===== src/rtl/instr_encoder.sv =====
// Field-to-word instruction encoder: packs decoded fields into 16-bit words and writes them
// to instruction RAM at an auto-incrementing address until DEPTH words have been stored.
module instr_encoder #(
    parameter int unsigned ADDR_W = 8,
    parameter int unsigned DEPTH  = 256
) (
    input  logic              clk,
    input  logic              rst,
    input  logic              clear,
    input  logic              in_valid,
    output logic              in_ready,
    input  logic [4:0]        aluop,
    input  logic [2:0]        op1,
    input  logic [2:0]        op2,
    input  logic [7:0]        immdata,
    output logic              mem_we,
    output logic [ADDR_W-1:0] mem_addr,
    output logic [15:0]       mem_wdata,
    input  logic              mem_ack,
    output logic [ADDR_W:0]   count,
    output logic              full,
    output logic              err
);

    localparam logic [ADDR_W:0] DepthCnt = (ADDR_W + 1)'(DEPTH);

    typedef enum logic [1:0] {StIdle, StWrite, StFull} state_e;

    state_e              state_q, state_d;
    logic [ADDR_W-1:0]   addr_q, addr_d;
    logic [ADDR_W:0]     count_q, count_d;
    logic [ADDR_W:0]     count_inc;
    logic [15:0]         wdata_q, wdata_d;
    logic                err_q, err_d;

    logic [8:0]          opc;
    logic [3:0]          imm_idx;
    logic [15:0]         enc_word;

    // Register-format opcodes skip 7 and 17, so aluop shifts up by one past each gap.
    always_comb begin
        opc = {4'd0, aluop};
        if (aluop >= 5'd16) begin
            opc = {4'd0, aluop} + 9'd2;
        end else if (aluop >= 5'd7) begin
            opc = {4'd0, aluop} + 9'd1;
        end
        imm_idx = 4'(aluop - 5'd19);
        if (aluop <= 5'd18) begin
            enc_word = {1'b0, opc, op1, op2};
        end else begin
            enc_word = {1'b1, imm_idx, op1, immdata};
        end
    end

    assign in_ready  = (state_q == StIdle) && !clear;
    assign mem_we    = (state_q == StWrite);
    assign full      = (state_q == StFull);
    assign mem_addr  = addr_q;
    assign mem_wdata = wdata_q;
    assign count     = count_q;
    assign err       = err_q;
    assign count_inc = count_q + (ADDR_W + 1)'(1);

    always_comb begin
        state_d = state_q;
        addr_d  = addr_q;
        count_d = count_q;
        wdata_d = wdata_q;
        err_d   = err_q;
        if (clear) begin
            // Restart wins over any write completing in the same cycle.
            state_d = StIdle;
            addr_d  = '0;
            count_d = '0;
            err_d   = 1'b0;
        end else begin
            unique case (state_q)
                StIdle: begin
                    if (in_valid && in_ready) begin
                        if (aluop == 5'd31) begin
                            err_d = 1'b1;
                        end else begin
                            wdata_d = enc_word;
                            state_d = StWrite;
                        end
                    end
                end
                StWrite: begin
                    if (mem_ack) begin
                        count_d = count_inc;
                        // Hold the address at DEPTH-1 when full so it never wraps.
                        if (count_inc == DepthCnt) begin
                            state_d = StFull;
                        end else begin
                            addr_d  = addr_q + ADDR_W'(1);
                            state_d = StIdle;
                        end
                    end
                end
                StFull: begin
                    state_d = StFull;
                end
                default: begin
                    state_d = StIdle;
                end
            endcase
        end
    end

    always_ff @(posedge clk) begin
        if (rst) begin
            state_q <= StIdle;
            addr_q  <= '0;
            count_q <= '0;
            wdata_q <= '0;
            err_q   <= 1'b0;
        end else begin
            state_q <= state_d;
            addr_q  <= addr_d;
            count_q <= count_d;
            wdata_q <= wdata_d;
            err_q   <= err_d;
        end
    end

endmodule


===== config.mk =====
export PLATFORM = sky130hd
export DESIGN_NAME = instr_encoder
export DESIGN_NICKNAME = d
export VERILOG_FILES = /design/src/rtl/instr_encoder.sv
export SDC_FILE = /design/constraint.sdc
export NUM_CORES = 1
export LEC_CHECK = 0
export CELL_PAD_IN_SITES_DETAIL_PLACEMENT = 1
export CELL_PAD_IN_SITES_GLOBAL_PLACEMENT = 2
export CORE_MARGIN = 3
export CORE_UTILIZATION = 27
export CTS_CLUSTER_DIAMETER = 80
export DETAILED_ROUTE_END_ITERATION = 10
export PLACE_DENSITY = 0.84
export SLEW_MARGIN = 10
export SYNTH_ARGS = -nofsm -noshare
export SYNTH_HDL_FRONTEND = slang
export SYNTH_SLANG_ARGS = --single-unit

===== constraint.sdc =====
create_clock -name clk -period 2.9 [get_ports clk]
set_input_delay 0.58 -clock clk [delete_from_list [all_inputs] [get_ports clk]]
set_output_delay 0.58 -clock clk [all_outputs]
set_load 0.05 [all_outputs]

== Word-level counts from Yosys, hierarchy flattened ==
Cells that the tools add are included.
Word-level totals
  bits in registers: 36
  logic and storage cells: 41
Operators by class
  reductions and logical operators: 10
  multiplexer cells: 8
  equality and inequality tests: 7
  add/subtract/negate cells: 5
  bitwise logic cells: 3
  order comparisons: 3
Operator list (number)
  $mux 16: 1
  $mux 6: 2
  $add 9x1->9 const B: 1
  $eq 9x9->1 const B: 1
  $reduce_and 3->1: 3
  $add 8x1->8 const B: 1
  $mux 2: 4
  $add 5x1->6 const B: 1
  $add 5x2->6 const B: 1
  $pmux 2 s3: 1
  $eq 5x5->1 const B: 1
  $ge 5x3->1 const B: 1
  $ge 5x5->1 const B: 1
  $le 5x5->1 const B: 1
  $ne 2x1->1 const B: 2
  $reduce_and 4->1: 1
  $sub 4x2->4 const B: 1
  $not 1->1: 3
  $eq 2x1->1 const B: 1
  $eq 2x2->1 const B: 1
  $logic_and 1x1->1: 2
  $logic_not 2->1: 1
  $ne 2x2->1 const B: 1
  $reduce_and 2->1: 1
  2 further kinds: 2

== Logic depth before layout (Yosys ltp) ==
Gate-level depths: netlist of run 1.
  depth in word-level cells: 5
  gate-level depth with buffers: 7

== Worst setup path before layout of run 1 ==
OpenSTA, ideal clock, no wires.
  kind: in2reg
  start: input port clear
  end: register wdata_q[9], in the netlist mem_wdata[9]
  cell stages on the path: 4
  arrival time: 2.655 ns
  library setup time: 0.101 ns
  required time: 2.799 ns
  path slack: 0.144 ns
  cells stage by stage: nor3_1 -> nand3b_1 -> clkbuf_1 -> o41ai_1
Between the ends
  cells in the longest elaborated chain, start to end: 4
  elaborated cells between the ends (all ways): 5
  those cells by class: bitwise: 1; reduce/logical: 4
Ends and longest elaborated chain
  start, declared: RTL line 9  | input logic clear,
  $logic_not 1->1: RTL line 56  | assign in_ready = (state_q == StIdle) && !clear;
  $logic_and 1x1->1: RTL line 56
  $logic_and 1x1->1: RTL line 80  | if (in_valid && in_ready) begin
  $reduce_and 4->1 (no source line) (*)
  end signal, assigned: RTL line 122  | wdata_q <= wdata_d;
  end, declared: RTL line 33  | logic [15:0] wdata_q, wdata_d;
Mark *: on every way between the ends. The rest lies on a longest branch, timed or not.
A chain may end at the register's enable or synchronous reset.

== Worst setup path after layout of run 1 ==
  start: register state_q[0]
  end: output port mem_we
Between the ends
  cells in the longest elaborated chain, start to end: 1
Ends and longest elaborated chain
  start, declared: RTL line 29  | state_e state_q, state_d;
  start signal, assigned: RTL line 113  | state_q <= StIdle;
  start signal, assigned: RTL line 119  | state_q <= state_d;
  $eq 2x1->1: RTL line 57  | assign mem_we = (state_q == StWrite);
  end, declared: RTL line 16  | output logic mem_we,
No other way between the ends.

==> results of run 1 <==
## layout make-up
type | count | area (um2)
clock buffer | 5 | 68.8
clock inverter | 3 | 18.8
fill | 779 | 3820
inverter | 5 | 18.8
multi-input combinational | 170 | 1040
sequential | 36 | 721
tap | 77 | 96.3
timing repair buffer | 68 | 671
## flip-flops by register name, indices dropped and copies added, names as in the netlist
name,flops
mem_addr,8
count,9
state_q,2
mem_wdata,16
err,1
## power by group
group          switching (mW)  leakage [nW]  internal, mW  total (mW)
Clock                   0.188        0.0479         0.167       0.356
Combinational           0.127         0.628        0.0903       0.217
Sequential            0.00814         0.292         0.508       0.516
Total                   0.323         0.968         0.765        1.09
## final timing paths
kind / startpoint / endpoint / cells past startpoint
setup / recovery: state_q[0] / mem_we / 2
hold / removal: mem_wdata[14] / mem_wdata[14] / 2
setup reg to reg: count[0] / mem_addr[7] / 6
hold reg to reg: mem_wdata[14] / mem_wdata[14] / 2
## per-stage QoR
step / total power [mW] / setup slack (ns) / utilization [%] / std cells / cell area, um2
finish: 1.09 / 0.498 / 40.8 / 364 / 2640
CTS: 1.10 / 0.503 / 40.8 / 364 / 2640
global placement: 0.744 / 0.347 / 39.5 / 356 / 2550
global route: 1.15 / 0.373 / 40.8 / 364 / 2640
floorplan: 0.649 / 0.144 / - / 222 / 1830
detailed placement: 0.746 / 0.268 / 39.5 / 356 / 2550
## cell families after synthesis
group,synth area share (%)
compound gates,13.9
mux,0.546
simple gates,28.9
fa+ha+maj,5.46
xor+xnor,8.12
buf+inv,3.75
flops,39.3
## synthesized netlist by cell type, types with 3 or more instances
cell type	n	share of area [%]
nor4b_1	3	1.4
ha_1	8	5.5
a311oi_1	6	2.9
nand2_1	29	5.9
nand3_1	10	2.7
a211oi_1	3	1.2
a21oi_1	13	3.5
nand4_1	5	1.7
xor2_1	7	3.3
inv_1	5	1.0
clkbuf_1	9	1.8
nor3_1	5	1.4
o21ai_0	3	0.82
dfxtp_1	36	39
nor2_1	34	7.0
xnor2_1	10	4.8
## placed cells by master, fill, tap and decap left out, types with 6 or more instances in the layout
cell             count
ha_1                 8
xor2_1               7
a21oi_1             13
dfxtp_1             36
nand3_1             10
nand2_1             29
clkdlybuf4s50_1     59
xnor2_1             10
nor2_1              34
buf_4                8
a311oi_1             6
## worst max-delay path: stages, from the launching register on
cell	delay, ns
dfxtp_1	0.42
nor2b_1	0.27
clkdlybuf4s50_1	0.85
## routing by layer
| layer | track usage [%] | vias up |
|---|---|---|
| met5 | 0 | - |
| met4 | 3.71 | 0 |
| met3 | 3.72 | 5 |
| met2 | 24.0 | 41 |
| met1 | 16.4 | 861 |
| li1 | - | 902 |
==> results.ini, run 1 <==
[grt]
grt_max_degree=21
grt_use_total_pct=13.7
grt_overflow_total=0
grt_pass1_vias=1808
grt_pass1_wl_um=8450
antenna_found_initial=0

[synth]
synthesis.nets=254
synth_cell_type_count=45
synthFlopType=dfxtp_1
synth.avg_cell_area_um2=8.26
ys_warn_count=0
synth_edf_count=0
syn_area_mm2=0.00183
ys_seq_area_share_pct=39.3
syn_inst=222
ys_ff_latch=36
async_reset_ff_share_pct=0

[placement]
hpwlAfterDp_um=4020
portBuffers=60
gp_congestion=0.778

[cts]
cts_made_buffers=5
cts_resized=0
path_clk_slew_ns=0.08
cts_setup_buffers=0
cts_hold_buf=0
clk_latency_ns=0.29
h-tree-depth=2
clock_sinks=36
cts_buffer_depth=2
clockRootBuffer=clkbuf_8
cts_tree=yes

[drt]
drc=0
maxUsedRoutingLayer=met4
wl_um=5160
num_vias=1809
drt_iter0_drc=47
wl_met2_um=2520
m1WireLength_um=2370
final_antenna_net_count=0
routedWlPerCell_um=14.2
viasPerCell=4.97
drt-pass1-iter-count=4
route.met3.wl_um=213

[flow_run]
drv_cap=0

[critical_path]
crit_fanout=5
cp_data_required_time_ns=2.32
r2r_slack_ns=0.87
cp-end-kind=primary output
startpoint_type=register
worstSetupPathType=register to primary output
cp.arrival_ns=1.82

[floorplan]
dieArea_mm2=0.00781
dieHeight_um=88.4
rows=29
ios=61
initial_core_util_pct=28.4
core_area_mm2=0.00646
die_w_um=88.4

[sta]
fin_worst_skew_ns=0.0110
fmax_mhz=416
final-hold-violation-count=0
slew_violations=0
rsz0062_at_grt=no
min_period_ns=2.40
timing.final.crit_share_pct=82.8
tns_ns=0
relSlewSlack_pct=64.8
worst_pin_slew_ns=0.527
finalSetupViolations=0
hold_ws_ns=0.467

[worst_hold_path]
hold_class=register to register

[status]
status=finished, final reports clean

[pwr]
vdd_ir_drop_max_uv=185
leakagePower_nw=0.968
power_density_mw_per_mm2=413

[final_layout]
area_growth_pct=43.9
n_antenna_cell=0
nets=318
drive_above_1_share_pct=7.67

Note: power is estimated with default switching activity, not from simulation.
==> inputs of run 2 (changes only) <==
- CORE_UTILIZATION: 27 -> 25
- PLACE_DENSITY: 0.84 -> 0.79
- clock period: 2.9 -> 2.5 ns (I/O delays scaled with it)
==> run 2 against run 1 <==
Via count barely moved. Setup slack lost 0.32 ns. Worst hold slack got worse by 0.0038 ns. Combinational power up 22%. Sequential share of layout area is 1.3 points lower. Die area increased by 7.4%. Flip-flop and latch count unchanged. Design area grew 4.9%. Critical endpoint unchanged. Largest cell class unchanged.
==> results.ini, run 2 (synthesis gave the netlist of run 1 again) <==
[critical_path]
slowest_delay_ns=0.84  ; about the same
crit_fanout=5  ; unchanged
cp-end-kind=primary output
startpoint_type=register
r2r_slack_ns=0.56  ; -0.31 ns
crit_path_top_delay_cell=clkdlybuf4s50_1
cp_data_required_time_ns=2.00  ; -0.32 ns
crit_chain=nor2b_1, clkdlybuf4s50_1
worstSetupPathType=register to primary output
cp.arrival_ns=1.82  ; about the same

[grt]
grt_pass1_wl_um=9250  ; +9.6%
grt_pass1_vias=1957  ; +8.2%
antenna_found_initial=0  ; unchanged
grt_max_degree=21  ; unchanged
grt_overflow_total=0  ; unchanged
grt_use_total_pct=13.4  ; -0.30 points

[cts]
clockRootBuffer=clkbuf_8
clk_latency_ns=0.29  ; about the same
h-tree-depth=2  ; unchanged
cts_hold_buf=0  ; unchanged
path_clk_slew_ns=0.07  ; about the same
cts_tree=yes
cts_buffer_depth=2  ; unchanged
cts_resized=0  ; unchanged
cts_made_buffers=5  ; unchanged
cts_setup_buffers=0  ; unchanged
clock_sinks=36  ; unchanged

[final_layout]
post-route-util_pct=39.9  ; -0.98 points
ff_latch_area_um2=721  ; unchanged
n_antenna_cell=0  ; unchanged
largest_reg_flops=16  ; unchanged
num-fill-cells=849  ; +9.0%
final_area_mm2=0.00277  ; +4.9%
final_cell_mix=59 x clkdlybuf4s50_1, 36 x dfxtp_1, 34 x nor2_1
nets=329  ; +3.5%
area_growth_pct=51.0
drive_above_1_share_pct=11.1  ; +3.4 points
multi_input_area_mm2=0.00105  ; +0.48%
final_common_cell=clkdlybuf4s50_1

[sta]
rsz0062_at_grt=no
worst_pin_slew_ns=0.531  ; +0.00381 ns
hold_ws_ns=0.463  ; -0.00381 ns
slew_violations=0  ; unchanged
min_period_ns=2.32
relSlewSlack_pct=64.5  ; -0.25 points
final-hold-violation-count=0  ; unchanged
tns_ns=0  ; unchanged
timing.final.crit_share_pct=92.9
finalSetupViolations=0  ; unchanged
fmax_mhz=431
fin_worst_skew_ns=0.00469  ; -0.00636 ns

[floorplan]
ios=61  ; unchanged
die_w_um=91.6  ; +3.7%
initial_core_util_pct=26.4  ; -2.0 points
dieHeight_um=91.6  ; +3.7%
dieArea_mm2=0.00840  ; +7.4%
core_area_mm2=0.00694  ; +7.5%
rows=30  ; +3.4%

[pwr]
leakagePower_nw=1.02  ; +5.8%
p_total_mw=1.30  ; +20%
vdd_ir_drop_max_uv=180  ; -2.8%
power_density_mw_per_mm2=471  ; +14%

[placement]
portBuffers=60  ; unchanged
gp_congestion=0.741  ; -4.8%
hpwlAfterDp_um=4240  ; +5.5%
dpl_cell_area_mm2=0.00267  ; +4.9%

[drt]
viasPerCell=4.59  ; -7.7%
final_antenna_net_count=0  ; unchanged
drt_iter0_drc=38  ; -19%
routedWlPerCell_um=13.6  ; -3.8%
drt-pass1-iter-count=4  ; unchanged
wl_um=5380  ; +4.1%
num_vias=1808  ; -0.055%
drc=0  ; unchanged

[flow_run]
drv_cap=0  ; unchanged

[worst_hold_path]
hold_class=register to register

[status]
status=finished, final reports clean

==> run 2: changes by cell type in the layout (fill, tap and decap cells not counted) <==
cell        before  now
nor3_2           0    1
nor3_1           5    4
clkinv_2         2    0
clkbuf_1         0    1
clkbuf_8         5    6
clkinvlp_4       0    1
buf_12           1    2
buf_4            8   18
clkinv_4         1    0
==> run 2: final timing paths <==
kind | from | end | cells after the start
max | state_q[0] | mem_we | 2
min | mem_wdata[12] | mem_wdata[12] | 2
min reg2reg | mem_wdata[12] | mem_wdata[12] | 2
max reg2reg | count[0] | mem_addr[7] | 6
==> run 2: final cells by class <==
| cell class | count | share of cell area (%) |
|---|---|---|
| Sequential cell | 36 | 26.0 |
| Tap cell | 96 | 4.34 |
| Clock buffer | 7 | 3.12 |
| Timing Repair Buffer | 79 | 27.7 |
| Multi-Input combinational cell | 170 | 37.9 |
| Clock inverter | 1 | 0.271 |
| Inverter | 5 | 0.678 |
==> run 2: critical path, delay by kind of cell, from the launching register on <==
kind          cells  cell delay (ns)
simple gates      1             0.26
flops             1             0.43
buf+inv           1             0.84
==> run 2: per-stage QoR <==
stage	std cells	setup slack, ns
2_1_floorplan	222	0.343
4_1_cts	394	0.152
6_report	394	0.178
5_1_grt	394	0.111
3_5_place_dp	386	-0.0169
3_3_place_gp	386	0.0746
==> run 2: routing by layer <==
metal | routed length, um | up-vias | GRT usage [%]
li1 | - | 921 | -
met1 | 2470 | 846 | 16.5
met2 | 2620 | 37 | 23.3
met3 | 234 | 4 | 3.28
met4 | 55 | 0 | 3.39
met5 | 0 | - | 0
==> run 2: report_power, final <==
group	leakage, nW	switching (mW)	internal [mW]
Sequential	0.292	0.00984	0.589
Combinational	0.688	0.149	0.116
Clock	0.0445	0.217	0.224
==> inputs of run 3 (changes only) <==
- CAP_MARGIN: unset -> 20
- CORE_MARGIN: 3 -> 4
- RECOVER_POWER: unset -> 50
==> run 3 against run 2 <==
Sequential share of layout area up 0.25 points. Critical endpoint unchanged. Critical path type unchanged. Flip-flop and latch count unchanged. Routed wire length up 0.87%. Design area down 0.95%. Via count up 1.8%. Combinational power down 3%. First-iteration DRC count down 47%. Global-route usage down 0.21 points. Worst hold slack worse by 0.0033 ns. Power down 0.83%. Critical path depth unchanged. Die area up 4.4%.
==> results.ini, run 3 (synthesis gave the netlist of run 1 again) <==
[drt]
drt-pass1-iter-count=4  ; unchanged
viasPerCell=4.67  ; +1.8%
num_vias=1840  ; +1.8%
routedWlPerCell_um=13.8  ; +0.87%
wl_um=5420  ; +0.87%
drt_iter0_drc=20  ; -47%
drc=0  ; unchanged
final_antenna_net_count=0  ; unchanged

[final_layout]
fin_cells=394  ; unchanged
drive_above_1_share_pct=9.73  ; -1.3 points
num-fill-cells=837  ; -1.4%
area_growth_pct=49.6
largest_reg_flops=16  ; unchanged
nets=329  ; unchanged
final_area_mm2=0.00274  ; -0.95%
final_cell_mix=39 x clkdlybuf4s50_1, 36 x dfxtp_1, 34 x nor2_1
final_common_cell=clkdlybuf4s50_1
n_antenna_cell=0  ; unchanged

[critical_path]
worstSetupPathType=register to primary output
reg2reg_from=count[0]
r2r_slack_ns=0.53  ; -0.03 ns
r2r_cells=6  ; unchanged
cp.arrival_ns=1.77  ; -0.05 ns
rr_endpoint=mem_addr[7]
startpoint_type=register
crit_path_start=state_q[0]
cp_data_required_time_ns=2.00  ; about the same
cp-end-kind=primary output
crit_fanout=5  ; unchanged

[cts]
clockRootBuffer=clkbuf_8
cts_setup_buffers=0  ; unchanged
cts_resized=0  ; unchanged
cts_made_buffers=5  ; unchanged
clock_sinks=36  ; unchanged
clk_latency_ns=0.29  ; about the same
h-tree-depth=2  ; unchanged
cts_hold_buf=0  ; unchanged
path_clk_slew_ns=0.08  ; about the same
cts_tree=yes
cts_buffer_depth=2  ; unchanged

[sta]
fin_worst_skew_ns=0.0106  ; +0.00595 ns
min_period_ns=2.27  ; -0.0554 ns
worst_pin_slew_ns=0.762  ; +0.231 ns
timing.final.crit_share_pct=90.6  ; -2.2 points
hold_ws_ns=0.460  ; -0.00329 ns
fmax_mhz=441  ; +2.4%
relSlewSlack_pct=49.2  ; -15 points
slew_violations=0  ; unchanged
rsz0062_at_grt=no
finalSetupViolations=0  ; unchanged
tns_ns=0  ; unchanged
final-hold-violation-count=0  ; unchanged

[pwr]
power_density_mw_per_mm2=472  ; +0.12%
power_frac_clock_pct=33.8  ; about the same
seqPwrFrac_pct=46.3  ; +0.4 points
p_int_mw=0.922  ; -0.80%
vdd_ir_drop_max_uv=260  ; +44%
switchingPower_mw=0.372  ; -0.90%
leakagePower_nw=1.05  ; +2.6%
p_total_mw=1.29  ; -0.83%
comb_power_share_pct=19.9  ; -0.4 points
p_sw_share_pct=28.7  ; about the same

[grt]
grt_pass1_wl_um=9230  ; -0.22%
grt_pass1_vias=2003  ; +2.4%
antenna_found_initial=0  ; unchanged
grt_use_total_pct=13.2  ; -0.21 points
grt_max_degree=21  ; unchanged
grt_overflow_total=0  ; unchanged

[floorplan]
die_w_um=93.6  ; +2.2%
rows=30  ; unchanged
core_area_mm2=0.00694  ; unchanged
initial_core_util_pct=26.4  ; unchanged
ios=61  ; unchanged
dieArea_mm2=0.00877  ; +4.4%
dieHeight_um=93.6  ; +2.2%

[placement]
dpl_cell_area_mm2=0.00267  ; unchanged
post-place-cells=386  ; unchanged
hpwlAfterDp_um=4230  ; -0.38%
gp_congestion=0.790  ; +6.7%
portBuffers=60  ; unchanged

[worst_hold_path]
min_delay_path_depth=2  ; unchanged
hold_class=register to register
hold_end=mem_wdata[13]
hold_path_startpoint=mem_wdata[13]

[status]
status=finished, final reports clean

[flow_run]
drv_cap=0  ; unchanged

[run 3: cell types whose count changed in the layout (fill, tap and decap cells not counted), moves of 2 or more]
cell	before	now
dlygate4sd3_1	0	20
clkdlybuf4s50_1	59	39
clkbuf_1	1	3
buf_4	18	16
[run 3: layer usage]
| layer | up-vias | track usage [%] | share of wire (%) |
|---|---|---|---|
| met5 | - | 0 | 0 |
| met4 | 0 | 4.09 | 1.2 |
| met3 | 7 | 2.98 | 3.6 |
| met2 | 37 | 23.3 | 50 |
| met1 | 878 | 15.7 | 45 |
| li1 | 918 | - | - |
[run 3: layout make-up]
class                   instances  area [um2]  area share, %
flip-flops and latches         36         721           26.3
repair buffers                 79         758           27.7
well taps                      96         120           4.38
clock inverters                 1        7.51          0.274
clock buffers                   7        86.3           3.15
multi-input cells             170        1030           37.6
inverters                       5        18.8          0.685
[run 3: worst max-delay path by stage]
stage	end	cells after the start
floorplan	mem_addr[7]	7
global placement	mem_wdata[10]	8
detailed placement	mem_wdata[10]	8
CTS	mem_we	2
global route	mem_wdata[10]	8
finish	mem_we	2
[run 3: worst max-delay path, cell delays in order (launching register included)]
cell and delay (ns):
dfxtp_1 0.39, nor2b_1 0.25, clkdlybuf4s50_1 0.85
[run 3: through the flow]
stage               util, %  setup slack [ns]
floorplan                 -             0.343
global placement       38.5           -0.0842
finish                 39.5             0.234
global route           39.5            0.0476
CTS                    39.9             0.149
detailed placement     38.5            -0.109
[run 3: power by group through the flow]
stage                     logic [mW]  registers [mW]  clock network (mW)
after global routing           0.281           0.601               0.488
final                          0.258           0.599               0.437
after detailed placement       0.268           0.613                   0
after global placement         0.265           0.613                   0
after floorplan               0.0895           0.664                   0
after CTS                      0.269           0.600               0.457
